**src/rtl/pipeline_pkg.sv**
```systemverilog
// Shared encodings for the 5-stage pipeline interlock/flush controller.
package pipeline_pkg;

    localparam int unsigned REG_W = 5;
    localparam logic [REG_W-1:0] REG_ZERO = 5'd0;

    typedef enum logic [1:0] {
        ST_RUN   = 2'b00,
        ST_STALL = 2'b01,
        ST_FLUSH = 2'b10
    } state_e;

    // Which pipeline-control case wins this cycle, highest priority first.
    typedef enum logic [2:0] {
        PC_NONE   = 3'd0,
        PC_BRANCH = 3'd1,
        PC_JR     = 3'd2,
        PC_HAZARD = 3'd3,
        PC_JUMP   = 3'd4
    } prio_e;

endpackage

```
**src/rtl/hazard_cmp.sv**
```systemverilog
// RAW check of one ID source register against the in-flight EX/MEM/WB destinations.
module hazard_cmp
    import pipeline_pkg::*;
#(
    parameter int WB_BYPASS = 1
) (
    input  logic [REG_W-1:0] src_i,
    input  logic             uses_i,
    input  logic             ex_we_i,
    input  logic [REG_W-1:0] ex_wr_i,
    input  logic             mem_we_i,
    input  logic [REG_W-1:0] mem_wr_i,
    input  logic             wb_we_i,
    input  logic [REG_W-1:0] wb_wr_i,
    output logic             hit_o
);

    logic ex_hit;
    logic mem_hit;
    logic wb_hit;

    assign ex_hit  = ex_we_i  && (ex_wr_i  == src_i);
    assign mem_hit = mem_we_i && (mem_wr_i == src_i);
    // With a write-before-read register file the WB result is already visible.
    assign wb_hit  = (WB_BYPASS == 0) && wb_we_i && (wb_wr_i == src_i);

    assign hit_o = uses_i && (src_i != REG_ZERO) && (ex_hit || mem_hit || wb_hit);

endmodule

```
**src/rtl/pipeline_hazard_unit.sv**
```systemverilog
// Interlock/flush controller: priority logic, FSM, saturating counters and stall watchdog.
module pipeline_hazard_unit
    import pipeline_pkg::*;
#(
    parameter int WB_BYPASS = 1,
    parameter int MAX_STALL = 8,
    parameter int CNT_W     = 16
) (
    input  logic             Clk,
    input  logic             Reset,
    input  logic [4:0]       ID_Rs,
    input  logic [4:0]       ID_Rt,
    input  logic             ID_UsesRs,
    input  logic             ID_UsesRt,
    input  logic             ID_Jump,
    input  logic             EX_Jr,
    input  logic             MEM_PCSrc,
    input  logic             EX_RegWrite,
    input  logic [4:0]       EX_WriteReg,
    input  logic             MEM_RegWrite,
    input  logic [4:0]       MEM_WriteReg,
    input  logic             WB_RegWrite,
    input  logic [4:0]       WB_WriteReg,
    output logic             PCWrite,
    output logic             IFID_Write,
    output logic             IFID_Flush,
    output logic             IDEX_Flush,
    output logic             EXMEM_Flush,
    output logic [1:0]       State,
    output logic [CNT_W-1:0] StallCnt,
    output logic [CNT_W-1:0] FlushCnt,
    output logic             StallErr
);

    localparam logic [CNT_W-1:0] CNT_ONE  = 1;
    localparam logic [7:0]       WD_LIMIT = 8'(MAX_STALL);
    localparam logic [7:0]       WD_ONE   = 8'd1;

    logic       rs_hit;
    logic       rt_hit;
    logic       hazard;
    prio_e      prio;
    state_e     state_q, state_d;
    logic [CNT_W-1:0] stall_cnt_q, stall_cnt_d;
    logic [CNT_W-1:0] flush_cnt_q, flush_cnt_d;
    logic [7:0] wd_q, wd_d;
    logic       err_q, err_d;
    logic       stall_inc;
    logic       flush_inc;

    hazard_cmp #(.WB_BYPASS(WB_BYPASS)) u_cmp_rs (
        .src_i(ID_Rs), .uses_i(ID_UsesRs),
        .ex_we_i(EX_RegWrite), .ex_wr_i(EX_WriteReg),
        .mem_we_i(MEM_RegWrite), .mem_wr_i(MEM_WriteReg),
        .wb_we_i(WB_RegWrite), .wb_wr_i(WB_WriteReg),
        .hit_o(rs_hit)
    );

    hazard_cmp #(.WB_BYPASS(WB_BYPASS)) u_cmp_rt (
        .src_i(ID_Rt), .uses_i(ID_UsesRt),
        .ex_we_i(EX_RegWrite), .ex_wr_i(EX_WriteReg),
        .mem_we_i(MEM_RegWrite), .mem_wr_i(MEM_WriteReg),
        .wb_we_i(WB_RegWrite), .wb_wr_i(WB_WriteReg),
        .hit_o(rt_hit)
    );

    assign hazard = rs_hit || rt_hit;

    always_comb begin
        prio = PC_NONE;
        if (MEM_PCSrc)    prio = PC_BRANCH;
        else if (EX_Jr)   prio = PC_JR;
        else if (hazard)  prio = PC_HAZARD;
        else if (ID_Jump) prio = PC_JUMP;
    end

    always_comb begin
        PCWrite     = 1'b1;
        IFID_Write  = 1'b1;
        IFID_Flush  = 1'b0;
        IDEX_Flush  = 1'b0;
        EXMEM_Flush = 1'b0;
        case (prio)
            PC_BRANCH: begin
                IFID_Flush  = 1'b1;
                IDEX_Flush  = 1'b1;
                EXMEM_Flush = 1'b1;
            end
            PC_JR: begin
                IFID_Flush = 1'b1;
                IDEX_Flush = 1'b1;
            end
            PC_HAZARD: begin
                PCWrite    = 1'b0;
                IFID_Write = 1'b0;
                IDEX_Flush = 1'b1;
            end
            PC_JUMP:  IFID_Flush = 1'b1;
            default: ;
        endcase
        if (Reset) begin
            PCWrite     = 1'b0;
            IFID_Write  = 1'b0;
            IFID_Flush  = 1'b1;
            IDEX_Flush  = 1'b1;
            EXMEM_Flush = 1'b1;
        end
    end

    // Every state shares the same transition rules; the state only records the last cycle's case.
    always_comb begin
        state_d = ST_RUN;
        case (state_q)
            ST_RUN, ST_STALL, ST_FLUSH: begin
                if (prio == PC_BRANCH || prio == PC_JR) state_d = ST_FLUSH;
                else if (prio == PC_HAZARD)             state_d = ST_STALL;
                else                                    state_d = ST_RUN;
            end
            default: state_d = ST_RUN;
        endcase
    end

    assign stall_inc = (prio == PC_HAZARD);
    assign flush_inc = (prio == PC_BRANCH) || (prio == PC_JR) || (prio == PC_JUMP);

    always_comb begin
        stall_cnt_d = stall_cnt_q;
        flush_cnt_d = flush_cnt_q;
        if (stall_inc && stall_cnt_q != '1) stall_cnt_d = stall_cnt_q + CNT_ONE;
        if (flush_inc && flush_cnt_q != '1) flush_cnt_d = flush_cnt_q + CNT_ONE;
        wd_d = '0;
        if (stall_inc) wd_d = (wd_q == WD_LIMIT) ? wd_q : wd_q + WD_ONE;
        err_d = err_q || (wd_d == WD_LIMIT);
    end

    always_ff @(posedge Clk) begin
        if (Reset) begin
            state_q     <= ST_RUN;
            stall_cnt_q <= '0;
            flush_cnt_q <= '0;
            wd_q        <= '0;
            err_q       <= 1'b0;
        end else begin
            state_q     <= state_d;
            stall_cnt_q <= stall_cnt_d;
            flush_cnt_q <= flush_cnt_d;
            wd_q        <= wd_d;
            err_q       <= err_d;
        end
    end

    assign State    = state_q;
    assign StallCnt = stall_cnt_q;
    assign FlushCnt = flush_cnt_q;
    assign StallErr = err_q;

endmodule
```
**config.mk**
```make
export PLATFORM = sky130hd
export DESIGN_NAME = pipeline_hazard_unit
export DESIGN_NICKNAME = d
export VERILOG_FILES = /design/src/rtl/pipeline_pkg.sv /design/src/rtl/hazard_cmp.sv /design/src/rtl/pipeline_hazard_unit.sv
export SDC_FILE = /design/constraint.sdc
export NUM_CORES = 1
export LEC_CHECK = 0
export ABC_AREA = 1
export CORE_MARGIN = 2
export CORE_UTILIZATION = 51
export CTS_BUF_LIST = sky130_fd_sc_hd__clkbuf_4
export CTS_CLUSTER_DIAMETER = 40
export DETAILED_ROUTE_END_ITERATION = 6
export PLACE_DENSITY = 0.89
export SLEW_MARGIN = 10
export SYNTH_ARGS = -nofsm -noshare
export SYNTH_HDL_FRONTEND = slang
export SYNTH_SLANG_ARGS = --single-unit
```
**constraint.sdc**
```tcl
create_clock -name Clk -period 2.8 [get_ports Clk]
set_input_delay 0.7 -clock Clk [delete_from_list [all_inputs] [get_ports Clk]]
set_output_delay 0.7 -clock Clk [all_outputs]
set_load 0.05 [all_outputs]
```
==> results.cfg <==
[clocking]
numCtsBuffers = 5
cts-root-buf = clkbuf_4
path_clk_slew_ns = 0.12
cts_tree = built
clockBufferDepth = 2
htree_levels = 2
cts_hold_buf = 0
clock_sink_count = 43
clk_latency_ns = 0.36

[power]
p_per_area_mw_per_mm2 = 323.1
p_leak_nw = 1.581
irDropWorstVdd_v = 0.0003752
power.total_mw = 1.223

[finish]
final_util = 0.6961
multi_input_area_mm2 = 0.001734
area_growth_pct = 33.13
final_common_cell = nand2_1
layout-drive-gt1-share = 0.1015
n_fill_cell = 466
diodes = 0
fin_nets = 561
design_area_mm2 = 0.003786
final_cell_mix = nand2_1, inv_1, nor2_1
register_area_um2 = 860.8

[placement]
place_congestion = 0.9251
port-buffer-count = 68
dp_hpwl_um = 5676
place_area_mm2 = 0.003697

[global_routing]
grt_max_degree = 18
antenna_found_initial = 0
grt.total_usage = 0.2567
grt_pass1_vias = 2985
grt_pass1_wl_um = 12950
gr-total-overflow = 0

[floorplanning]
core_area_mm2 = 0.005439
num_io_pins = 75
die_h_um = 78.68
start_util = 0.5229
dieArea_mm2 = 0.006190
die_w_um = 78.68
fp-row-count = 27

[route]
drt-initial-drc-count = 198
wl_met1_um = 3191
wl_per_cell_um = 12.63
antenna_left = 0
dr.pass1.iters = 5
wl_met3_um = 416
routed_wl_um = 7503
avgViaCountPerCell = 5.241
top_layer = met4
vias = 3113
drc = 0
wl_met2_um = 3784

[worst_setup_path]
crit_required_ns = 2.10
worst_setup_path_end_kind = output port
rrSetupSlack_ns = 0.71
crit_path_start_kind = primary input
path_buf_inv = 4
cp.arrival_ns = 1.98
max_stage_delay_ns = 0.29
path_max_fanout = 5
path_class = primary input to output port
critPathSlowestCell = dlygate4sd2_1
crit_family = simple AND/OR/NAND/NOR gates
crit_chain = dlygate4sd2_1 -> nor2_1 -> nand3_1 -> o21ai_0 -> inv_1 -> nand2_1 -> nand2_2 -> nand2_4 -> inv_2 -> nor2_4 -> buf_12

[logic_synthesis]
ys_seq_elements = 43
netlist.area_leader.share = 0.3027
avgSynthCellArea_um2 = 6.391
yosys.area.top_type = dfxtp_1
netlist_area_mm2 = 0.002844
synthCells = 445
yosysWarnings = 0
synth_area_leaders = dfxtp_1, nand2_1, xor2_1, inv_1, nor2_1
ys_types = 28
synth.yosys.seq_area_share = 0.3027
synthesis.nets = 484

[sta]
finClkSkew_ns = 0.006061
post-route-period-util = 0.9588
tightest_slew_ns = 0.5312
max_slew_margin = 0.6448
maxSlewViolCount = 0
holdWs_ns = 0.4732
fmax_mhz = 372.5
fin_crit_ns = 2.685
setup_violations = 0
hold_violations = 0

[worst_hold_path]
min_path_type = flip-flop to flip-flop

[outcome]
status = finished, final reports clean

[flow_run]
drv_cap = 0
==> cell usage after synthesis (all sizes together) <==
cell type  count
nand2        124
xor2          25
nor3          14
dfxtp         43
nand3         40
xnor2          9
nor4           2
nand4         19
buf            5
o21ai          7
or2            1
nand3b         2
nor2          54
and2           1
a21oi         32
inv           57
clkbuf         6
ha             4
==> registers in the layout, indices dropped and copies added, names as in the netlist <==
| signal | cells |
|---|---|
| State | 2 |
| StallErr | 1 |
| FlushCnt | 16 |
| StallCnt | 16 |
| wd_q | 8 |
==> cell families (layout without fill, tap and decap cells) <==
logic type / count (synthesis) / in the layout / share of synthesized area
flip-flops: 43 / 43 / 0.3027
adder cells (fa/ha/maj): 4 / 4 / 0.01760
AO/OA/AOI/OAI: 39 / 39 / 0.06863
AND/OR/NAND/NOR: 257 / 257 / 0.4083
XOR/XNOR: 34 / 34 / 0.1047
buffers and inverters: 68 / 145 / 0.09811
==> report_power, final <==
group | internal, mW | switching [mW] | total (mW)
clock network | 0.194 | 0.200 | 0.394
registers | 0.618 | 0.00876 | 0.627
logic | 0.0829 | 0.120 | 0.203
==> tightest hold or removal path, stage by stage, from the launching register on <==
cell and delay, ns:
dfxtp_1 0.33, inv_1 0.05, a21oi_1 0.06
==> layer usage <==
metal / vias up / track usage
li1: 1579 / -
met4: 0 / 0.07544
met1: 1421 / 0.3189
met2: 101 / 0.4564
met3: 12 / 0.03908
met5: - / 0
==> stage by stage <==
| step | cells | TNS [ns] | worst slack (ns) |
|---|---|---|---|
| after floorplan | 445 | 0 | 0.003444 |
| after global placement | 586 | -0.4178 | -0.1202 |
| after detailed placement | 586 | -0.6828 | -0.1846 |
| after CTS | 594 | 0 | 0.04574 |
| after global routing | 594 | -0.009595 | -0.009595 |
| final | 594 | 0 | 0.1152 |
==> path summary, 6_finish.rpt <==
check	startpoint	endpoint	cells past startpoint
min	StallErr$_SDFF_PP0_	StallErr$_SDFF_PP0_	2
max	ID_Rs[0]	PCWrite	11
max reg2reg	FlushCnt[0]$_SDFFE_PP0P_	FlushCnt[0]$_SDFFE_PP0P_	12
min reg2reg	StallErr$_SDFF_PP0_	StallErr$_SDFF_PP0_	2
==> layout make-up <==
class                      count  area share
clock inverter                 1    0.007931
multi-input combinational    334      0.4580
clock buffer                   6     0.01190
tap                           72     0.02379
timing repair buffer          81      0.2145
inverter                      57     0.05651
sequential                    43      0.2274
==> repair_timing <==
| action | CTS | global route |
|---|---|---|
| hold endpoints to repair | 0 | 0 |
| setup endpoints to repair | 4 | 4 |
| pin swaps | 9 | 2 |
| buffers inserted | 1 | 0 |
| resized for setup | 32 | 4 |
Power figures use the tool's default switching activity.
